**src/rtl/rgmii_speed_adapter.sv**
```systemverilog
// RGMII <-> GMII adapter for 10/100/1000: byte passthrough at 1000M, nibble assembly/split at 10/100M.
// Optional in-band PHY status decoding is built when RGMII_INBAND_STATUS_EN is defined.
module rgmii_speed_adapter #(
  parameter int unsigned RX_PIPE_STAGES = 1,
  parameter logic [1:0]  INIT_SPEED     = 2'b10
) (
  input  logic       rgmii_clk,
  input  logic       rst_n,
  input  logic [1:0] speed_sel,
  input  logic       rx_ctl_r,
  input  logic       rx_ctl_f,
  input  logic [3:0] rxd_r,
  input  logic [3:0] rxd_f,
  output logic       mac_rx_data_valid,
  output logic [7:0] mac_rx_data,
  output logic       mac_rx_error,
  input  logic       mac_tx_data_valid,
  input  logic [7:0] mac_tx_data,
  output logic       mac_tx_ready,
  output logic       tx_ctl_r,
  output logic       tx_ctl_f,
  output logic [3:0] txd_r,
  output logic [3:0] txd_f,
  output logic       link_up,
  output logic [1:0] link_speed,
  output logic       full_duplex
);

  typedef enum logic [1:0] {RxIdle, RxHi, RxLo, RxGig} rx_state_e;
  typedef enum logic {TxLo, TxHi} tx_state_e;

  logic [1:0] act_speed_q, act_speed_d;
  logic       gig;
  logic       rx_idle, tx_idle;

  rx_state_e  rx_state_q, rx_state_d;
  logic [3:0] rx_low_q, rx_low_d;
  logic       rx_low_err_q, rx_low_err_d;
  logic       s0_valid, s0_err;
  logic [7:0] s0_data;

  logic [9:0] pipe_q [RX_PIPE_STAGES];
  logic [9:0] pipe_d [RX_PIPE_STAGES];

  tx_state_e  tx_state_q, tx_state_d;
  logic [3:0] tx_hi_q, tx_hi_d;
  logic       tx_ctl_q, tx_ctl_d;
  logic [3:0] txd_r_q, txd_r_d;
  logic [3:0] txd_f_q, txd_f_d;
  logic       ready_q, ready_d;
  logic       tx_accept;

  logic       link_up_q, link_up_d;
  logic [1:0] link_speed_q, link_speed_d;
  logic       full_duplex_q, full_duplex_d;

  assign gig = act_speed_q[1];

  // A pending RX nibble or an offered TX byte blocks the speed switch.
  assign rx_idle = (rx_state_q == RxIdle) && !rx_ctl_r;
  assign tx_idle = (tx_state_q == TxLo) && !mac_tx_data_valid;

  always_comb begin
    act_speed_d = act_speed_q;
    if (rx_idle && tx_idle) begin
      act_speed_d = (speed_sel == 2'b11) ? 2'b10 : speed_sel;
    end
  end

  // RX: stage 0 is combinational, followed by RX_PIPE_STAGES output registers.
  always_comb begin
    rx_state_d   = rx_state_q;
    rx_low_d     = rx_low_q;
    rx_low_err_d = rx_low_err_q;
    s0_valid     = 1'b0;
    s0_err       = 1'b0;
    s0_data      = 8'h00;
    if (gig) begin
      s0_valid   = rx_ctl_r;
      s0_data    = rx_ctl_r ? {rxd_f, rxd_r} : 8'h00;
      s0_err     = rx_ctl_r & ~rx_ctl_f;
      rx_state_d = rx_ctl_r ? RxGig : RxIdle;
    end else begin
      unique case (rx_state_q)
        RxIdle, RxLo, RxGig: begin
          if (rx_ctl_r) begin
            rx_low_d     = rxd_r;
            rx_low_err_d = ~rx_ctl_f;
            rx_state_d   = RxHi;
          end else begin
            rx_state_d = RxIdle;
          end
        end
        RxHi: begin
          s0_valid = 1'b1;
          if (rx_ctl_r) begin
            s0_data    = {rxd_r, rx_low_q};
            s0_err     = rx_low_err_q | ~rx_ctl_f;
            rx_state_d = RxLo;
          end else begin
            s0_data    = {4'h0, rx_low_q};
            s0_err     = 1'b1;
            rx_state_d = RxIdle;
          end
        end
      endcase
    end
  end

  always_comb begin
    pipe_d[0] = {s0_valid, s0_err, s0_data};
    for (int unsigned i = 1; i < RX_PIPE_STAGES; i++) begin
      pipe_d[i] = pipe_q[i-1];
    end
  end

  assign mac_rx_data_valid = pipe_q[RX_PIPE_STAGES-1][9];
  assign mac_rx_error      = pipe_q[RX_PIPE_STAGES-1][8];
  assign mac_rx_data       = pipe_q[RX_PIPE_STAGES-1][7:0];

  // TX: all ODDR-facing outputs are registered, so every accept shows up one cycle later.
  assign tx_accept = mac_tx_data_valid && ready_q;

  always_comb begin
    tx_state_d = tx_state_q;
    tx_hi_d    = tx_hi_q;
    tx_ctl_d   = 1'b0;
    txd_r_d    = 4'h0;
    txd_f_d    = 4'h0;
    if (gig) begin
      tx_state_d = TxLo;
      if (tx_accept) begin
        tx_ctl_d = 1'b1;
        txd_r_d  = mac_tx_data[3:0];
        txd_f_d  = mac_tx_data[7:4];
      end
    end else begin
      unique case (tx_state_q)
        TxLo: begin
          if (tx_accept) begin
            tx_ctl_d   = 1'b1;
            txd_r_d    = mac_tx_data[3:0];
            txd_f_d    = mac_tx_data[3:0];
            tx_hi_d    = mac_tx_data[7:4];
            tx_state_d = TxHi;
          end
        end
        TxHi: begin
          tx_ctl_d   = 1'b1;
          txd_r_d    = tx_hi_q;
          txd_f_d    = tx_hi_q;
          tx_state_d = TxLo;
        end
      endcase
    end
    ready_d = act_speed_d[1] | (tx_state_d == TxLo);
  end

  assign mac_tx_ready = ready_q;
  assign tx_ctl_r     = tx_ctl_q;
  assign tx_ctl_f     = tx_ctl_q;
  assign txd_r        = txd_r_q;
  assign txd_f        = txd_f_q;

`ifdef RGMII_INBAND_STATUS_EN
  logic [3:0] stat_prev_q, stat_prev_d;
  logic       stat_prev_vld_q, stat_prev_vld_d;

  // Status only counts when two back-to-back idle samples agree.
  always_comb begin
    stat_prev_d     = stat_prev_q;
    stat_prev_vld_d = 1'b0;
    link_up_d       = link_up_q;
    link_speed_d    = link_speed_q;
    full_duplex_d   = full_duplex_q;
    if (!rx_ctl_r && !rx_ctl_f) begin
      stat_prev_d     = rxd_r;
      stat_prev_vld_d = 1'b1;
      if (stat_prev_vld_q && (stat_prev_q == rxd_r)) begin
        link_up_d     = rxd_r[0];
        link_speed_d  = rxd_r[2:1];
        full_duplex_d = rxd_r[3];
      end
    end
  end

  always_ff @(posedge rgmii_clk or negedge rst_n) begin
    if (!rst_n) begin
      stat_prev_q     <= 4'h0;
      stat_prev_vld_q <= 1'b0;
    end else begin
      stat_prev_q     <= stat_prev_d;
      stat_prev_vld_q <= stat_prev_vld_d;
    end
  end
`else
  always_comb begin
    link_up_d     = 1'b1;
    link_speed_d  = act_speed_d;
    full_duplex_d = 1'b1;
  end
`endif

  assign link_up     = link_up_q;
  assign link_speed  = link_speed_q;
  assign full_duplex = full_duplex_q;

  always_ff @(posedge rgmii_clk or negedge rst_n) begin
    if (!rst_n) begin
      act_speed_q   <= INIT_SPEED;
      rx_state_q    <= RxIdle;
      rx_low_q      <= 4'h0;
      rx_low_err_q  <= 1'b0;
      tx_state_q    <= TxLo;
      tx_hi_q       <= 4'h0;
      tx_ctl_q      <= 1'b0;
      txd_r_q       <= 4'h0;
      txd_f_q       <= 4'h0;
      ready_q       <= 1'b0;
      link_up_q     <= 1'b0;
      link_speed_q  <= 2'b00;
      full_duplex_q <= 1'b0;
      for (int unsigned i = 0; i < RX_PIPE_STAGES; i++) begin
        pipe_q[i] <= '0;
      end
    end else begin
      act_speed_q   <= act_speed_d;
      rx_state_q    <= rx_state_d;
      rx_low_q      <= rx_low_d;
      rx_low_err_q  <= rx_low_err_d;
      tx_state_q    <= tx_state_d;
      tx_hi_q       <= tx_hi_d;
      tx_ctl_q      <= tx_ctl_d;
      txd_r_q       <= txd_r_d;
      txd_f_q       <= txd_f_d;
      ready_q       <= ready_d;
      link_up_q     <= link_up_d;
      link_speed_q  <= link_speed_d;
      full_duplex_q <= full_duplex_d;
      for (int unsigned i = 0; i < RX_PIPE_STAGES; i++) begin
        pipe_q[i] <= pipe_d[i];
      end
    end
  end

endmodule

```
**config.mk**
```make
export PLATFORM = sky130hd
export DESIGN_NAME = rgmii_speed_adapter
export DESIGN_NICKNAME = d
export VERILOG_FILES = /design/src/rtl/rgmii_speed_adapter.sv
export SDC_FILE = /design/constraint.sdc
export NUM_CORES = 1
export LEC_CHECK = 0
export CAP_MARGIN = 20
export CORE_MARGIN = 2
export CORE_UTILIZATION = 46
export DETAILED_ROUTE_END_ITERATION = 7
export DONT_BUFFER_PORTS = 1
export GPL_TIMING_DRIVEN = 0
export PLACE_DENSITY = 0.71
export RECOVER_POWER = 25
export SETUP_SLACK_MARGIN = 0.1
export SLEW_MARGIN = 30
export SYNTH_ARGS = -nofsm -noshare
export SYNTH_HDL_FRONTEND = slang
export SYNTH_SLANG_ARGS = --single-unit
```
**constraint.sdc**
```tcl
create_clock -name rgmii_clk -period 1.3 [get_ports rgmii_clk]
set_input_delay 0 -clock rgmii_clk [delete_from_list [all_inputs] [get_ports rgmii_clk]]
set_output_delay 0 -clock rgmii_clk [all_outputs]
set_load 0.05 [all_outputs]
```
* After elaboration in Yosys (flattened, before gate mapping)
Index checks and enable logic that the tools add are counted.
** Cells by class
- Equal/unequal tests :: 4
- Multiplexer cells :: 26
- Bitwise logic cells :: 7
- Reduce and logical (&&, ||, !) cells :: 10
** Operator list (count)
- $mux 8 :: 4
- $mux 4 :: 4
- $mux 2 :: 5
- $mux 1 :: 9
- $pmux 4 s2 :: 1
- $eq 2x2->1 const B :: 3
- $reduce_and 3->1 :: 2
- $logic_and 1x1->1 :: 4
- $not 1->1 :: 4
- $pmux 1 s2 :: 2
- $pmux 2 s2 :: 1
- $reduce_or 3->1 :: 1
- $eq 2x1->1 const B :: 1
- $logic_not 1->1 :: 2
- $logic_not 2->1 :: 1
- $or 1x1->1 :: 2
- $and 1x1->1 :: 1
** Storage, ports and cells
- Register bits after elaboration :: 37
- Input bits :: 23
- Output and inout bits :: 25
- Word-level logic and storage cells :: 60

* Logic depth before layout (Yosys ltp)
- Depth in word-level cells :: 6
- Depth in mapped cells :: 5
- Gate-level depth less buffers :: 3

* Worst setup path before layout
Ideal clock, no wire load.
- Path kind :: reg-to-reg
- From :: register ready_q (netlist: mac_tx_ready)
- To :: register tx_hi_q[0]
- Library setup time :: 125 ps
- Arrival :: 1404 ps
- Setup slack :: -229 ps
- Stages on the path, launching flop included :: 4
- Buffers on the path :: 0
- Cell sequence :: dfrtp_1 nand2_1 nor3_2 mux2_2
** On the way
- Word-level cells in the longest chain between the ends :: 2
** Ends and longest elaborated chain
- from (decl) :: RTL line 50 : logic ready_q, ready_d;
- from (signal assigned) :: RTL line 236 : ready_q <= ready_d;
- $logic_and 1x1->1 :: RTL line 122 : assign tx_accept = mac_tx_data_valid && ready_q;
- $reduce_and 3->1 (no source line)
- to (signal assigned) :: RTL line 232 : tx_hi_q <= tx_hi_d;
- to (decl) :: RTL line 46 : logic [3:0] tx_hi_q, tx_hi_d;
Every way passes these cells.
A chain may end at the register's enable or synchronous reset.

* Worst setup path in the final report
- From :: register ready_q (netlist: mac_tx_ready)
- To :: register tx_hi_q[2]
Same word-level chain as after synthesis.

==> metrics list <==
* Die outline height: 60.1 um
- Setup repair after global routing could not meet its margin everywhere.
- The repair_antennas step left the layout with diodes totalling 0.
- Slowest library cell on the worst path: sky130_fd_sc_hd__dfrtp_2
- Clock-pin slew was measured on the worst setup and hold paths at 0.10 ns.
- Startpoint class of the critical path: flop
- Total via count in the routed design: 1151
- The internal power of the cells totals 3.11 mW.
- The H-tree was split into 2 levels.
* First-pass iteration count of the detailed router: 4
- The analysis attributes to cell leakage a power of 1.05 nW.
- IR analysis of the VDD net gives a maximum drop of 0.00121 V.
- DRC marker count from the first detailed-route iteration: 53
- Area of the placeable core: 3030 um^2
- CP cell instances: nand2_4 -> nor3_4 -> buf_6 -> mux2_4
- For the pin with the worst max-slew slack, the measured transition is 0.884 ns.
* Buffering stage count on the worst path with inverters included: 1
* DRC Markers: 0
- Min cycle time layout: 1.44 ns
* CTS sink cnt: 36
- Area of the mapped netlist: 1450 um^2
* Signal arrival time at the worst endpoint: 1.68 ns
- A synthesized cell averages 12.1 um^2.
- Initial antenna violation count: 0
- Overall power consumption after layout is estimated at 5.63 mW.
* Global-route wire length before repair: 5460 um
* Overflow left after global routing: 0
* Tightest slew margin relative to the limit: 0.411
* Hold WC Path Type: input pin to flop
- Violations in the final reports: setup timing
* Sum of routed wire length over all layers: 3980 um
- Required time of the worst setup path: 1.54 ns
- Post-synthesis to final-layout area growth: 58.7%
- Yosys warnings: 0
- Leading cell type in the layout, fill and taps excluded: sky130_fd_sc_hd__dfrtp_1
- Dividing the detail-routed wire length by the instance count gives 18.4 um.
- Floorplan die area: 3610 um^2
- Total routing usage reported by global routing: 0.210
- FMAX: 0.697 GHz
- Number of hold violations in the final report: 0
- Run status: complete, but fails checks
- Clock Skews: 0.00517 ns
- In this run the count of I/O pins placed on the die edge is 48.
- Net switching power: 2.52 mW
- Setup slack on the worst reg-to-reg path comes out at -0.14 ns.
- Final antenna-violating net count: 0
* Flop pwr share: 0.477
- Share of cells above drive strength 1: 0.488
- The critical path is of the flop to flop type.
- In this run, synthesis produced a sequential element count of 36.
- Of the total power, the share spent switching nets is 0.448.
- In this run the worst path has a maximum fanout of 3.
- Sum of negative setup slack: -1.18 ns
- Synthesis produced 120 cells.
* Util after Layout: 0.758
* Kind of cell adding the most delay to the critical path: flip-flops
- The clock passes through at most 2 buffers.
- In this run the power density over the cells is 2450 nW/um^2.
* Max Cap Violations: 0
* Worst path setup slack after routing: -0.135 ns
- For this run, the register share of the synthesized area comes to 0.624.
* Number of vias per cell: 5.33
* Site row count: 20
* Total setup violations reported at the end of the flow: 21
- Peak per-stage delay on the critical path: 0.58 ns
* Clock tree root buffer cell: sky130_fd_sc_hd__clkbuf_4
- TritonCTS built the clock tree.
* Number of library cell types mapped by synthesis: 28
- Of the total power, combinational logic draws 0.420.
- Detailed placement finished with a half-perimeter wire length of 1930 um.
- Port bufs: 0
- Total CTS buffers: 5
- Most frequent cells in the layout: sky130_fd_sc_hd__dfrtp_1 (32), sky130_fd_sc_hd__dlygate4sd3_1 (23), sky130_fd_sc_hd__buf_4 (11), sky130_fd_sc_hd__buf_6 (10), sky130_fd_sc_hd__mux2_4 (8)
- Endpoint kind of the worst setup timing path: flop
- Source-to-sink clock delay at the later pin of the worst-skew pair: 0.35 ns
- Fraction of the cycle the final worst path needs: 1.10
* Number of nets in the layout: 194
* Width of the die: 60.1 um
* Starting utilization of the core area: 0.478
* Clock share of power: 0.103
- At the end of routability-driven placement, the weighted congestion stood at 0.789.
- Via count of the first global-routing pass: 1195
* Max-slew violation count: 0
- The number of nets handed over by synthesis was 143.
* Maximum number of pins on one net before global-route repair: 37
-- stage by stage --
step | hold WS [ns] | cell area, um^2 | instances | worst slack (ns)
after floorplan | -0.296 | 1500 | 120 | -0.0990
after global placement | -0.295 | 1560 | 164 | -0.254
after detailed placement | -0.295 | 1560 | 164 | -0.275
after CTS | -0.0880 | 2000 | 204 | -0.156
after global routing | 0.0287 | 2300 | 216 | -0.190
final | 0.00552 | 2300 | 216 | -0.135
-- worst register-to-register path: stages, from the launching register on --
cell	delay, ns
sky130_fd_sc_hd__dfrtp_2	0.58
sky130_fd_sc_hd__nand2_4	0.10
sky130_fd_sc_hd__nor3_4	0.19
sky130_fd_sc_hd__buf_6	0.16
sky130_fd_sc_hd__mux2_4	0.30
-- cells in the mapped netlist (all sizes together) --
master,instances,area share
buf,5,0.026
mux2i,1,0.0069
and2,1,0.0043
dfstp,1,0.018
conb,1,0.0026
nor3b,1,0.0086
dfrtp,35,0.61
clkbuf,5,0.013
a32o,4,0.028
nand2,13,0.034
nor2,7,0.020
o41ai,1,0.0061
a22oi,4,0.021
a221oi,4,0.024
o21ai,5,0.017
a211o,1,0.0061
or4,1,0.0078
a21o,2,0.010
inv,5,0.013
nor2b,5,0.022
nand2b,2,0.0086
nor3,1,0.0069
a21oi,6,0.021
mux2,9,0.070
-- cells by family after synthesis --
kind of cell | Yosys count | share of synthesized area
AO/OA/AOI/OAI | 27 | 0.133
buffers and inverters | 15 | 0.0519
flip-flops | 36 | 0.624
multiplexers | 10 | 0.0770
other | 1 | 0.00259
AND/OR/NAND/NOR | 31 | 0.112
-- flip-flops by register name (all words and copies together) (netlist names) --
| register | cells |
|---|---|
| rx_low_q | 4 |
| mac_tx_ready | 1 |
| pipe_q | 10 |
| txd_r | 4 |
| tx_ctl_f | 1 |
| rx_state_q | 2 |
| txd_f | 4 |
| tx_state_q | 1 |
| tx_hi_q | 4 |
| link_speed | 2 |
| act_speed_q | 1 |
| rx_low_err_q | 1 |
| full_duplex | 1 |
-- worst paths after layout --
path | depth (start not counted) | endpoint | from
worst min-delay path | 3 | txd_f[3] | mac_tx_data_valid
worst max register to register | 4 | tx_hi_q[2] | mac_tx_ready
min in group asynchronous | 2 | txd_r[0] | rst_n
max in group asynchronous | 2 | full_duplex | rst_n
worst max-delay path | 4 | tx_hi_q[2] | mac_tx_ready
worst min register to register | 1 | pipe_q[2] | rx_low_q[2]
-- power groups by stage --
stage	Clock (mW)	Combinational (mW)	Sequential (mW)
3_5_place_dp	0	1.14	2.64
5_1_grt	0.634	2.49	2.74
4_1_cts	0.574	1.57	2.64
6_report	0.579	2.37	2.68
2_1_floorplan	0	0.961	2.58
3_3_place_gp	0	1.10	2.62
-- layout make-up --
type / count / area, um^2
sequential: 36 / 906
fill: 177 / 732
multi-input combinational: 69 / 678
timing repair buffer: 44 / 474
buffer: 10 / 115
tap: 44 / 55.1
clock buffer: 8 / 48.8
inverter: 5 / 18.8
-- layer usage --
| layer | up-vias | global-route usage | part of all wire |
|---|---|---|---|
| met2 | 49 | 0.340 | 0.55 |
| met5 | - | 0 | 0 |
| met4 | 0 | 0.137 | 0.028 |
| met3 | 11 | 0.0606 | 0.061 |
| li1 | 516 | - | - |
| met1 | 575 | 0.242 | 0.36 |
-- repair_timing --
item                                    in CTS  in global routing
resized for setup                           25                 50
pin swaps                                    3                 17
cloned                                       2                  2
endpoints found under the setup margin      35                 35
hold buffers                                23                  1
endpoints found under the hold margin       69                  6
buffers inserted                             7                  9
Note: power is estimated with default switching activity, not from simulation.
